### src/rtl/sram_axi_slave.sv
// AXI4 slave front-end for a 64 KiB single-port SRAM macro.
// Serializes single-beat and INCR bursts (up to 16 beats) one transaction at a time.
module sram_axi_slave #(
    parameter int ID_W    = 8,
    parameter int ADDR_W  = 32,
    parameter int DATA_W  = 32,
    parameter int LEN_W   = 4,
    parameter int SRAM_AW = 14
) (
    input  logic                  i_clk,
    input  logic                  i_rst,

    input  logic [ID_W-1:0]       i_arid,
    input  logic [ADDR_W-1:0]     i_araddr,
    input  logic [LEN_W-1:0]      i_arlen,
    input  logic [2:0]            i_arsize,
    input  logic [1:0]            i_arburst,
    input  logic                  i_arvalid,
    output logic                  o_arready,

    output logic [ID_W-1:0]       o_rid,
    output logic [DATA_W-1:0]     o_rdata,
    output logic [1:0]            o_rresp,
    output logic                  o_rlast,
    output logic                  o_rvalid,
    input  logic                  i_rready,

    input  logic [ID_W-1:0]       i_awid,
    input  logic [ADDR_W-1:0]     i_awaddr,
    input  logic [LEN_W-1:0]      i_awlen,
    input  logic [2:0]            i_awsize,
    input  logic [1:0]            i_awburst,
    input  logic                  i_awvalid,
    output logic                  o_awready,

    input  logic [DATA_W-1:0]     i_wdata,
    input  logic [DATA_W/8-1:0]   i_wstrb,
    input  logic                  i_wlast,
    input  logic                  i_wvalid,
    output logic                  o_wready,

    output logic [ID_W-1:0]       o_bid,
    output logic [1:0]            o_bresp,
    output logic                  o_bvalid,
    input  logic                  i_bready,

    output logic                  o_ceb,
    output logic                  o_web,
    output logic [DATA_W-1:0]     o_bweb,
    output logic [SRAM_AW-1:0]    o_a,
    output logic [DATA_W-1:0]     o_di,
    input  logic [DATA_W-1:0]     i_do
);

    localparam int STRB_W = DATA_W / 8;

    typedef enum logic [1:0] {
        IDLE,
        READ,
        WRITE,
        WRESP
    } state_t;

    state_t               r_state;
    logic [ID_W-1:0]      r_id;
    logic [LEN_W-1:0]     r_len;
    logic [LEN_W-1:0]     r_cnt;
    logic [SRAM_AW-1:0]   r_addr;
    logic                 r_err;

    state_t               w_stateNext;
    logic [ID_W-1:0]      w_idNext;
    logic [LEN_W-1:0]     w_lenNext;
    logic [LEN_W-1:0]     w_cntNext;
    logic [SRAM_AW-1:0]   w_addrNext;
    logic                 w_errNext;

    logic                 w_arHs;
    logic                 w_awHs;
    logic                 w_rHs;
    logic                 w_wHs;
    logic                 w_bHs;
    logic                 w_lastBeat;
    logic [SRAM_AW-1:0]   w_addrInc;

    // Size, burst type and the address bits outside the macro window carry no meaning here.
    logic                 w_unused;
    assign w_unused = ^{i_arsize, i_arburst, i_awsize, i_awburst,
                        i_araddr[ADDR_W-1:SRAM_AW+2], i_araddr[1:0],
                        i_awaddr[ADDR_W-1:SRAM_AW+2], i_awaddr[1:0]};

    assign o_arready = (r_state == IDLE)  & ~i_rst;
    assign o_awready = (r_state == IDLE)  & ~i_rst & ~i_arvalid;
    assign o_rvalid  = (r_state == READ)  & ~i_rst;
    assign o_wready  = (r_state == WRITE) & ~i_rst;
    assign o_bvalid  = (r_state == WRESP) & ~i_rst;

    assign w_arHs     = i_arvalid & o_arready;
    assign w_awHs     = i_awvalid & o_awready;
    assign w_rHs      = o_rvalid & i_rready;
    assign w_wHs      = i_wvalid & o_wready;
    assign w_bHs      = o_bvalid & i_bready;
    assign w_lastBeat = (r_cnt == r_len);
    assign w_addrInc  = r_addr + SRAM_AW'(1);

    always_ff @(posedge i_clk) begin
        if (i_rst) begin
            r_state <= IDLE;
            r_id    <= '0;
            r_len   <= '0;
            r_cnt   <= '0;
            r_addr  <= '0;
            r_err   <= 1'b0;
        end else begin
            r_state <= w_stateNext;
            r_id    <= w_idNext;
            r_len   <= w_lenNext;
            r_cnt   <= w_cntNext;
            r_addr  <= w_addrNext;
            r_err   <= w_errNext;
        end
    end

    always_comb begin
        w_stateNext = r_state;
        w_idNext    = r_id;
        w_lenNext   = r_len;
        w_cntNext   = r_cnt;
        w_addrNext  = r_addr;
        w_errNext   = r_err;

        o_rid   = '0;
        o_rdata = '0;
        o_rresp = 2'b00;
        o_rlast = 1'b0;
        o_bid   = '0;
        o_bresp = 2'b00;
        o_ceb   = 1'b1;
        o_web   = 1'b1;
        o_bweb  = '1;
        o_a     = '0;
        o_di    = '0;

        case (r_state)
            IDLE: begin
                if (w_arHs) begin
                    w_idNext    = i_arid;
                    w_lenNext   = i_arlen;
                    w_addrNext  = i_araddr[SRAM_AW+1:2];
                    w_cntNext   = '0;
                    w_stateNext = READ;
                    o_ceb       = 1'b0;
                    o_a         = i_araddr[SRAM_AW+1:2];
                end else if (w_awHs) begin
                    w_idNext    = i_awid;
                    w_lenNext   = i_awlen;
                    w_addrNext  = i_awaddr[SRAM_AW+1:2];
                    w_cntNext   = '0;
                    w_stateNext = WRITE;
                end
            end

            READ: begin
                o_rid   = r_id;
                o_rdata = i_do;
                o_rlast = w_lastBeat & o_rvalid;
                o_ceb   = 1'b0;
                // Re-reading the current word on a stall keeps DO, and so RDATA, stable.
                o_a     = w_rHs ? w_addrInc : r_addr;
                if (w_rHs) begin
                    w_addrNext = w_addrInc;
                    w_cntNext  = r_cnt + LEN_W'(1);
                    if (w_lastBeat) begin
                        w_stateNext = IDLE;
                    end
                end
            end

            WRITE: begin
                if (w_wHs) begin
                    o_ceb = 1'b0;
                    o_web = 1'b0;
                    o_a   = r_addr;
                    o_di  = i_wdata;
                    for (int i = 0; i < STRB_W; i++) begin
                        o_bweb[8*i +: 8] = {8{~i_wstrb[i]}};
                    end
                    w_addrNext = w_addrInc;
                    w_cntNext  = r_cnt + LEN_W'(1);
                    // AWLEN decides the burst end; WLAST only feeds the error flag.
                    if (w_lastBeat) begin
                        w_stateNext = WRESP;
                        w_errNext   = r_err | ~i_wlast;
                    end else if (i_wlast) begin
                        w_errNext = 1'b1;
                    end
                end
            end

            WRESP: begin
                o_bid   = r_id;
                o_bresp = r_err ? 2'b10 : 2'b00;
                if (w_bHs) begin
                    w_stateNext = IDLE;
                    w_errNext   = 1'b0;
                end
            end

            default: begin
                w_stateNext = IDLE;
            end
        endcase
    end

endmodule

### config.mk
export PLATFORM = sky130hd
export DESIGN_NAME = sram_axi_slave
export DESIGN_NICKNAME = d
export VERILOG_FILES = /design/src/rtl/sram_axi_slave.sv
export SDC_FILE = /design/constraint.sdc
export NUM_CORES = 1
export LEC_CHECK = 0
export CORE_AREA = 4 4 119 121
export CTS_BUF_LIST = sky130_fd_sc_hd__clkbuf_4 sky130_fd_sc_hd__clkbuf_8
export CTS_CLUSTER_SIZE = 10
export DETAILED_ROUTE_END_ITERATION = 10
export DIE_AREA = 0 0 123 125
export GPL_ROUTABILITY_DRIVEN = 0
export GPL_TIMING_DRIVEN = 0
export PLACE_DENSITY = 0.71
export SYNTH_ARGS = -nofsm -noshare
export SYNTH_HDL_FRONTEND = slang
export SYNTH_SLANG_ARGS = --single-unit
### constraint.sdc
create_clock -name i_clk -period 3.2 [get_ports i_clk]
set_input_delay 0.48 -clock i_clk [delete_from_list [all_inputs] [get_ports i_clk]]
set_output_delay 0.48 -clock i_clk [all_outputs]
set_load 0.02 [all_outputs]
== Word-level counts from Yosys, hierarchy flattened ==
Index checks and enable logic that the tools add are counted.
Storage, ports and cells
  register bits: 33
  output and inout bits: 138
  input port bits: 174
Operators by class
  reductions and logical operators: 9
  bitwise operators: 19
  equality and inequality tests: 11
  add/sub/neg operators: 2
  muxes and demuxes: 44
Operators by type and width (number)
  two-way mux 32 bit: 5
  two-way mux 14 bit: 6
  one-hot mux 14 bit (3 select lines): 2
  two-way mux 8 bit: 4
  two-way mux 4 bit: 6
  two-way mux 2 bit: 9
  adder 14 x 1 -> 14 bit (second input constant): 1
  one-hot mux 4 bit (3 select lines): 1
  bitwise AND 1 bit: 11
  != test 2 bit (second input constant): 5
  two-way mux 1 bit: 8
  one-hot mux 2 bit (4 select lines): 1
  AND reduction 4 bit: 2
  NOT 1 bit: 7
  != test 3 bit (second input constant): 2
  AND reduction 6 bit: 1
  adder 4 x 1 -> 4 bit (second input constant): 1
  == test 2 bit (second input constant): 2
  == test 4 bit: 1
  nonzero test 2 bit: 2
  one-hot mux 1 bit (3 select lines): 1
  AND reduction 3 bit: 1
  nonzero test 3 bit: 1
  == test 2 x 1 -> 1 bit (second input constant): 1
  other kinds (4): 4

== Depth between registers and ports, before layout ==
Gate-level depths: netlist (run 1).
  word-level depth: 7
  mapped depth: 9
  mapped depth without buffers: 8

== Least setup slack after synthesis (run 1) ==
Ideal clock, no wire load.
  path type: reg-to-output
  start: register r_state[0]
  end: output o_a[13]
  data required time: 2.720 ns
  setup slack: 0.635 ns
  cell stages (with the launch flop): 10
  arrival time: 2.085 ns
  cell sequence: dfxtp_1 inv_1 ha_1 nor2b_2 and2_1 buf_4 inv_1 nand2_1 a21oi_1 a221oi_1
On the way
  cells in the longest elaborated chain, start to end: 5
  elaborated cells on any way between the ends: 13
  those cells by class: 2 x eq/ne; 4 x mux; 6 x bitwise; 1 x reduce/logical
RTL lines
  start, declared: line 64  | state_t r_state;
  start signal, assigned: line 115  | r_state <= w_stateNext;
  == test 2 bit, or another cell as far along: line 95, 144
  bitwise AND 1 bit (on tied branches): line 95, 92, 94
  bitwise AND 1 bit (on tied branches): line 101, 100, 98
  two-way mux 14 bit (on tied branches)
  one-hot mux 14 bit (3 select lines) *: line 144  | case (r_state)
  end, declared: line 50  | output logic [SRAM_AW-1:0] o_a,
Every way passes the cells marked *; elsewhere a longest branch is shown, timed or not.

== Worst setup path in the final report (run 1) ==
  start: input i_rready
  end: output o_a[1]
On the way
  cells in the longest elaborated chain, start to end: 3
RTL lines
  start, declared: line 26  | input logic i_rready,
  bitwise AND 1 bit: line 100  | assign w_rHs = o_rvalid & i_rready;
  two-way mux 14 bit
  one-hot mux 14 bit (3 select lines): line 144
Every way passes these cells.

==> impl_metrics.ini, run 1 <==
[outcome]
status = complete, no violations

[placement]
dp_cells = 949
numPortBuffers = 260
place_area_sq_mm = 0.006372
dpl.hpwl_microns = 12690

[die]
core-area_sq_mm = 0.01309
fp.dieH_microns = 125
start_util_pct = 27.07
dieArea_sq_mm = 0.01538
die_x_microns = 123
fp-row-count = 42
io_pins = 312

[sta]
fin_tns_setup_ns = 0
slew_viol_final = 0
fin_skew_ns = 0.01339
final-setup-viol-count = 0
tightest_slew_ns = 0.6397
hold_viol = 0
max_freq_mhz = 322.3
period_needed_ns = 3.103
fin_crit_sh_pct = 96.97
slew_headroom_pct = 57.35

[final_layout]
area_growth_pct = 84.56
antenna_cells = 0
post-route-cell-area_sq_mm = 0.006538
fin_nets = 961
final_core_util_pct = 49.96
mostFrequentLayoutCell = clkdlybuf4s50_1
drive_gt1_share_pct = 11.40
final_cells = 957
layout_common_cells = 246 x clkdlybuf4s50_1, 69 x nand2_1, 53 x and2_1

[power]
pwr-share-comb_pct = 69.5
clkPwrFrac_pct = 12.4
power.density_mw_per_mm2 = 543.9
power.share.sequential_pct = 18.1
switching_share_pct = 48.45
p_int_mw = 1.833
peakVddDrop_uv = 278.4
p_sw_mw = 1.723
leakagePower_nw = 2.716

[detailed_routing]
drtAntennaViolNets = 0
vias = 4711
drt-pass1-iter-count = 5
wl_per_cell_microns = 17.16
drc = 0
viasPerCell = 4.923
drtIter0Drc = 411
wl_microns = 16430

[synthesis]
yosysTopAreaCellShare_pct = 18.65
synth-async-reset-ratio_pct = 0
synthSimpleGateAreaFrac_pct = 37.27
ys_ff_latch = 33
postSynthCellCount = 511
synth_fa_ha_area_share_pct = 2.473
syn_avg_cell_area_sq_um = 6.932
synth_compound_area_share_pct = 24.30
synth.distinct_cells = 65
synth.area.top_cells = dfxtp_1 19%, and2_1 9.4%, nand2_1 7.6%, buf_4 7.4%, and3_1 5.8%
syn_area_sq_mm = 0.003542
yosysTopAreaCell = dfxtp_1
synthXorXnorAreaFrac_pct = 2.967
yosysSeqAreaShare_pct = 18.65
yosysWarnings = 0
synth_top_family_by_area = simple AND/OR/NAND/NOR gates
synth_edf_count = 0
ys_dominant_reg_cell = dfxtp_1
muxShareOfSynthArea_pct = 0.8831

[critical_path]
cp_top_family = buffers and inverters
worstSetupStartpoint = i_rready
r2r_end = r_addr[4]
crit_slowest_cell = clkdlybuf4s50_1
path_class = primary input to output pin
cp_num_buf_inv = 3
cp_cell_sequence = clkdlybuf4s50_1 > nand2b_1 > nand2_1 > clkbuf_4 > nand2_4 > a222oi_1 > nor2_1 > dlygate4sd2_1
critical_path_arrival_ns = 2.62
worstSetupPathDepth = 8
critical_path.max_stage_delay_ns = 0.56
crit_required_ns = 2.72
worstPathMaxFanout = 10
critPathCapture = o_a[1]
rr_startpoint = r_state[0]
critPathLaunchType = primary input
rrSetupSlack_ns = 0.89
r2r_cells = 6
end_kind = output pin

[cts]
cts_inserted_buffers = 5
cts_tree = yes
clkTransAtPathRegs_ns = 0.07
clock_sinks = 33
htree_levels = 2
root_buffer = clkbuf_8
postCtsHoldBufs = 0
clk_latency_ns = 0.30
cts_buffer_depth = 2

[hold_path]
hold_class = flip-flop to flip-flop
hp-start = r_id[6]

[global_routing]
grtUsageTotal_pct = 19.98
grt_max_degree = 11
grt_pass1_vias = 4448
antenna_found_initial = 0
grt_pass1_wl_microns = 24570
overflow = 0

[run]
cap_violations = 0
[cells by family (layout without fill, tap and decap cells)]
group,Yosys count,after routing
other cells,1,3
simple gates,248,248
flops,33,33
xor+xnor,12,12
compound gates,121,121
buf+inv,86,354
mux,3,3
fa+ha+maj,7,7
[timing repair]
item	in CTS	in global routing
endpoints found under the hold margin	0	0
pin swaps	0	2
setup buffers	0	0
resized for setup	20	24
setup endpoints to repair	75	61
[metal layers]
| metal | GRT usage [%] | wire length, microns | up-vias |
|---|---|---|---|
| li1 | - | - | 2317 |
| met1 | 26.93 | 6988 | 2132 |
| met2 | 32.23 | 7686 | 242 |
| met3 | 5.194 | 1532 | 20 |
| met4 | 4.039 | 218 | 0 |
| met5 | 0 | 0 | - |
[metrics by stage]
step                      setup slack [ns]  power (mW)  hold slack, ns
final                              0.09686       3.556          0.5062
after global routing             -0.006812       3.796          0.5284
after CTS                         0.006691       3.517          0.5086
after detailed placement           -0.1416       3.091          0.4983
after global placement             -0.1528       3.081          0.4916
after floorplan                     0.6352       2.126          0.4725
[synth_stat cells (2+ instances only)]
library cell,number
a211oi_1,5
a21boi_0,2
a21o_1,3
a21oi_1,36
a221o_1,3
a221oi_1,2
a222oi_1,4
a311oi_1,12
a31oi_1,13
a32o_1,3
and2_1,53
and3_1,33
and3b_1,2
buf_2,15
buf_4,35
clkbuf_1,24
dfxtp_1,33
ha_1,7
inv_1,10
mux2i_1,2
nand2_1,72
nand2_2,2
nand2b_1,4
nand3_1,10
nand3b_1,5
nor2_1,38
nor3_1,11
nor4_1,6
o211ai_1,2
o21ai_0,14
o22ai_1,2
o31ai_1,3
o32ai_1,3
xnor2_1,4
xor2_1,8
[registers in the layout, summed over array words and instances (netlist names)]
name     flops
r_state      2
r_err        1
r_len        4
r_cnt        4
r_addr      14
r_id         8
[worst min path at each step]
stage	endpoint	slack, ns	cells after the start
2_1_floorplan	r_cnt[1]	0.47	2
3_3_place_gp	r_cnt[3]	0.49	2
3_5_place_dp	r_cnt[3]	0.50	2
4_1_cts	r_cnt[3]	0.51	2
5_1_grt	r_id[5]	0.53	2
6_report	r_id[6]	0.51	2
[worst register-to-register path, cell delays in order (launching register included)]
cell      delay (ns)
dfxtp_1         0.40
inv_1           0.10
ha_1            0.33
clkbuf_1        0.44
clkbuf_1        0.53
o211ai_1        0.18
a32o_1          0.23
[layout make-up]
| type | instances | area, sq um |
|---|---|---|
| buffer | 75 | 445.4 |
| clock buffer | 7 | 90.09 |
| clock inverter | 1 | 30.03 |
| fill | 1317 | 6548 |
| inverter | 11 | 41.29 |
| multi-input combinational | 394 | 2462 |
| sequential | 33 | 660.6 |
| tap | 176 | 220.2 |
| timing repair buffer | 260 | 2587 |
[power groups by stage]
stage	registers [mW]	clock network, mW	logic, mW
5_1_grt	0.659	0.466	2.67
3_3_place_gp	0.646	0	2.43
4_1_cts	0.639	0.446	2.43
3_5_place_dp	0.647	0	2.44
6_report	0.644	0.441	2.47
2_1_floorplan	0.619	0	1.51
No activity file was read; power rests on OpenSTA's default activity.
==> run 2, diff against run 1 <==
--- a/config.mk
+++ b/config.mk
@@ -12,7 +12,7 @@
 export DIE_AREA = 0 0 123 125
 export GPL_ROUTABILITY_DRIVEN = 0
 export GPL_TIMING_DRIVEN = 0
-export PLACE_DENSITY = 0.71
+export PLACE_DENSITY = 0.74
 export SYNTH_ARGS = -nofsm -noshare
 export SYNTH_HDL_FRONTEND = slang
 export SYNTH_SLANG_ARGS = --single-unit
==> constraint.sdc (replaced) <==
create_clock -name i_clk -period 3.5 [get_ports i_clk]
set_input_delay 0.525 -clock i_clk [delete_from_list [all_inputs] [get_ports i_clk]]
set_output_delay 0.525 -clock i_clk [all_outputs]
set_load 0.02 [all_outputs]
==> run 2 against run 1 <==
Compared with the run above: clock power down 29%; non-clock buffer count unchanged; clock skew down 0.0084 ns; die area unchanged; cell count unchanged; sequential power down 8.5%; flip-flop and latch count unchanged; combinational power down 8.5%; utilization down 0.36 points; design area down 0.73%; register-to-register slack better by 0.28 ns; critical endpoint is now o_a[12].
==> impl_metrics.ini, run 2 (synthesis results as in run 1) <==
[cts]
cts_buffer_depth = 2
clock_sinks = 33
root_buffer = clkbuf_8
clk_latency_ns = 0.30
cts_inserted_buffers = 5
cts_tree = yes
ctsResizeCount = 6
htree_levels = 2
postCtsHoldBufs = 0
post_cts_buffers = 0
clkTransAtPathRegs_ns = 0.08

[final_layout]
antenna_cells = 0
mostFrequentLayoutCell = clkdlybuf4s50_1
largest_register = r_addr
final_cells = 957
drive_gt1_share_pct = 10.12
post-route-cell-area_sq_mm = 0.006490
area_growth_pct = 83.22
top_regs = r_addr: 14 flops, r_id: 8 flops
layout_common_cells = 250 x clkdlybuf4s50_1, 72 x nand2_1, 53 x and2_1
largest_reg_flops = 14
fin_nets = 961

[placement]
dp_cells = 949
dpl.hpwl_microns = 12850
place_area_sq_mm = 0.006372
numPortBuffers = 260
post-place-ws_ns = -0.02183

[sta]
period_needed_ns = 3.369
fin_skew_ns = 0.005010
fin_tns_setup_ns = 0
whs_ns = 0.5067
slew_viol_final = 0
slew_headroom_pct = 57.68
fin_crit_sh_pct = 96.27
rsz0062_at_grt = no
max_freq_mhz = 296.8
hold_viol = 0
fin_ws_ns = 0.1306
tightest_slew_ns = 0.6282
final-setup-viol-count = 0

[run]
cap_violations = 0

[die]
die_x_microns = 123
start_util_pct = 27.07
fp-row-count = 42
core-area_sq_mm = 0.01309
dieArea_sq_mm = 0.01538
io_pins = 312
fp.dieH_microns = 125

[detailed_routing]
wl_microns = 16460
viasPerCell = 5.006
drt-pass1-iter-count = 5
drc = 0
wl_per_cell_microns = 17.20
drtIter0Drc = 485
drtAntennaViolNets = 0
vias = 4791

[hold_path]
hold_class = flip-flop to flip-flop

[critical_path]
crit_required_ns = 2.97
path_class = flip-flop to output pin
critical_path_arrival_ns = 2.84
end_kind = output pin
critPathLaunchType = flip-flop
worstPathMaxFanout = 9

[global_routing]
grt_max_degree = 11
overflow = 0
grtUsageTotal_pct = 20.36
grt_pass1_vias = 4370
grt_pass1_wl_microns = 25030
antenna_found_initial = 0

[power]
power.density_mw_per_mm2 = 487.2
leakagePower_nw = 2.751
peakVddDrop_uv = 297.1

[outcome]
status = complete, no violations
run 2: cell type report:
cell class	count	area, sq um
multi-input cells	394	2426
flip-flops and latches	33	660.6
inverters	11	41.29
clock inverters	2	10.01
well taps	176	220.2
repair buffers	260	2620
clock buffers	6	76.32
fillers	1326	6595
plain buffers	75	435.4
run 2: power breakdown:
| group | internal, mW | switching, mW | leakage, nW |
|---|---|---|---|
| registers | 0.484 | 0.105 | 0.271 |
| clock network | 0.146 | 0.165 | 0.0484 |
| logic | 0.959 | 1.30 | 2.43 |
| total | 1.59 | 1.57 | 2.75 |
run 2: path summary, 6_finish.rpt:
path | start | end | slack, ns | cells after the start
worst min register to register | r_id[6] | r_id[6] | 0.51 | 2
worst max-delay path | r_addr[1] | o_a[12] | 0.13 | 7
worst max register to register | r_state[0] | r_addr[6] | 1.17 | 7
worst min-delay path | r_id[6] | r_id[6] | 0.51 | 2
run 2: critical path: stages, from the launching register on:
cell and delay, ns:
dfxtp_1 0.47, ha_2 0.32, nand4_2 0.26, nor4_1 0.43, xor2_1 0.12, a222oi_1 0.29, nor2_1 0.07, clkdlybuf4s50_1 0.58
run 2: metal layers:
metal | GRT usage, % | routed length, microns
met4 | 3.257 | 176
met2 | 32.65 | 7814
met3 | 4.426 | 1617
met5 | 0 | 0
met1 | 28.50 | 6853
run 2: per-stage QoR:
step	util [%]	total power, mW
floorplan	-	1.944
global placement	48.70	2.807
detailed placement	48.70	2.825
CTS	49.42	3.149
global route	49.60	3.393
finish	49.60	3.162
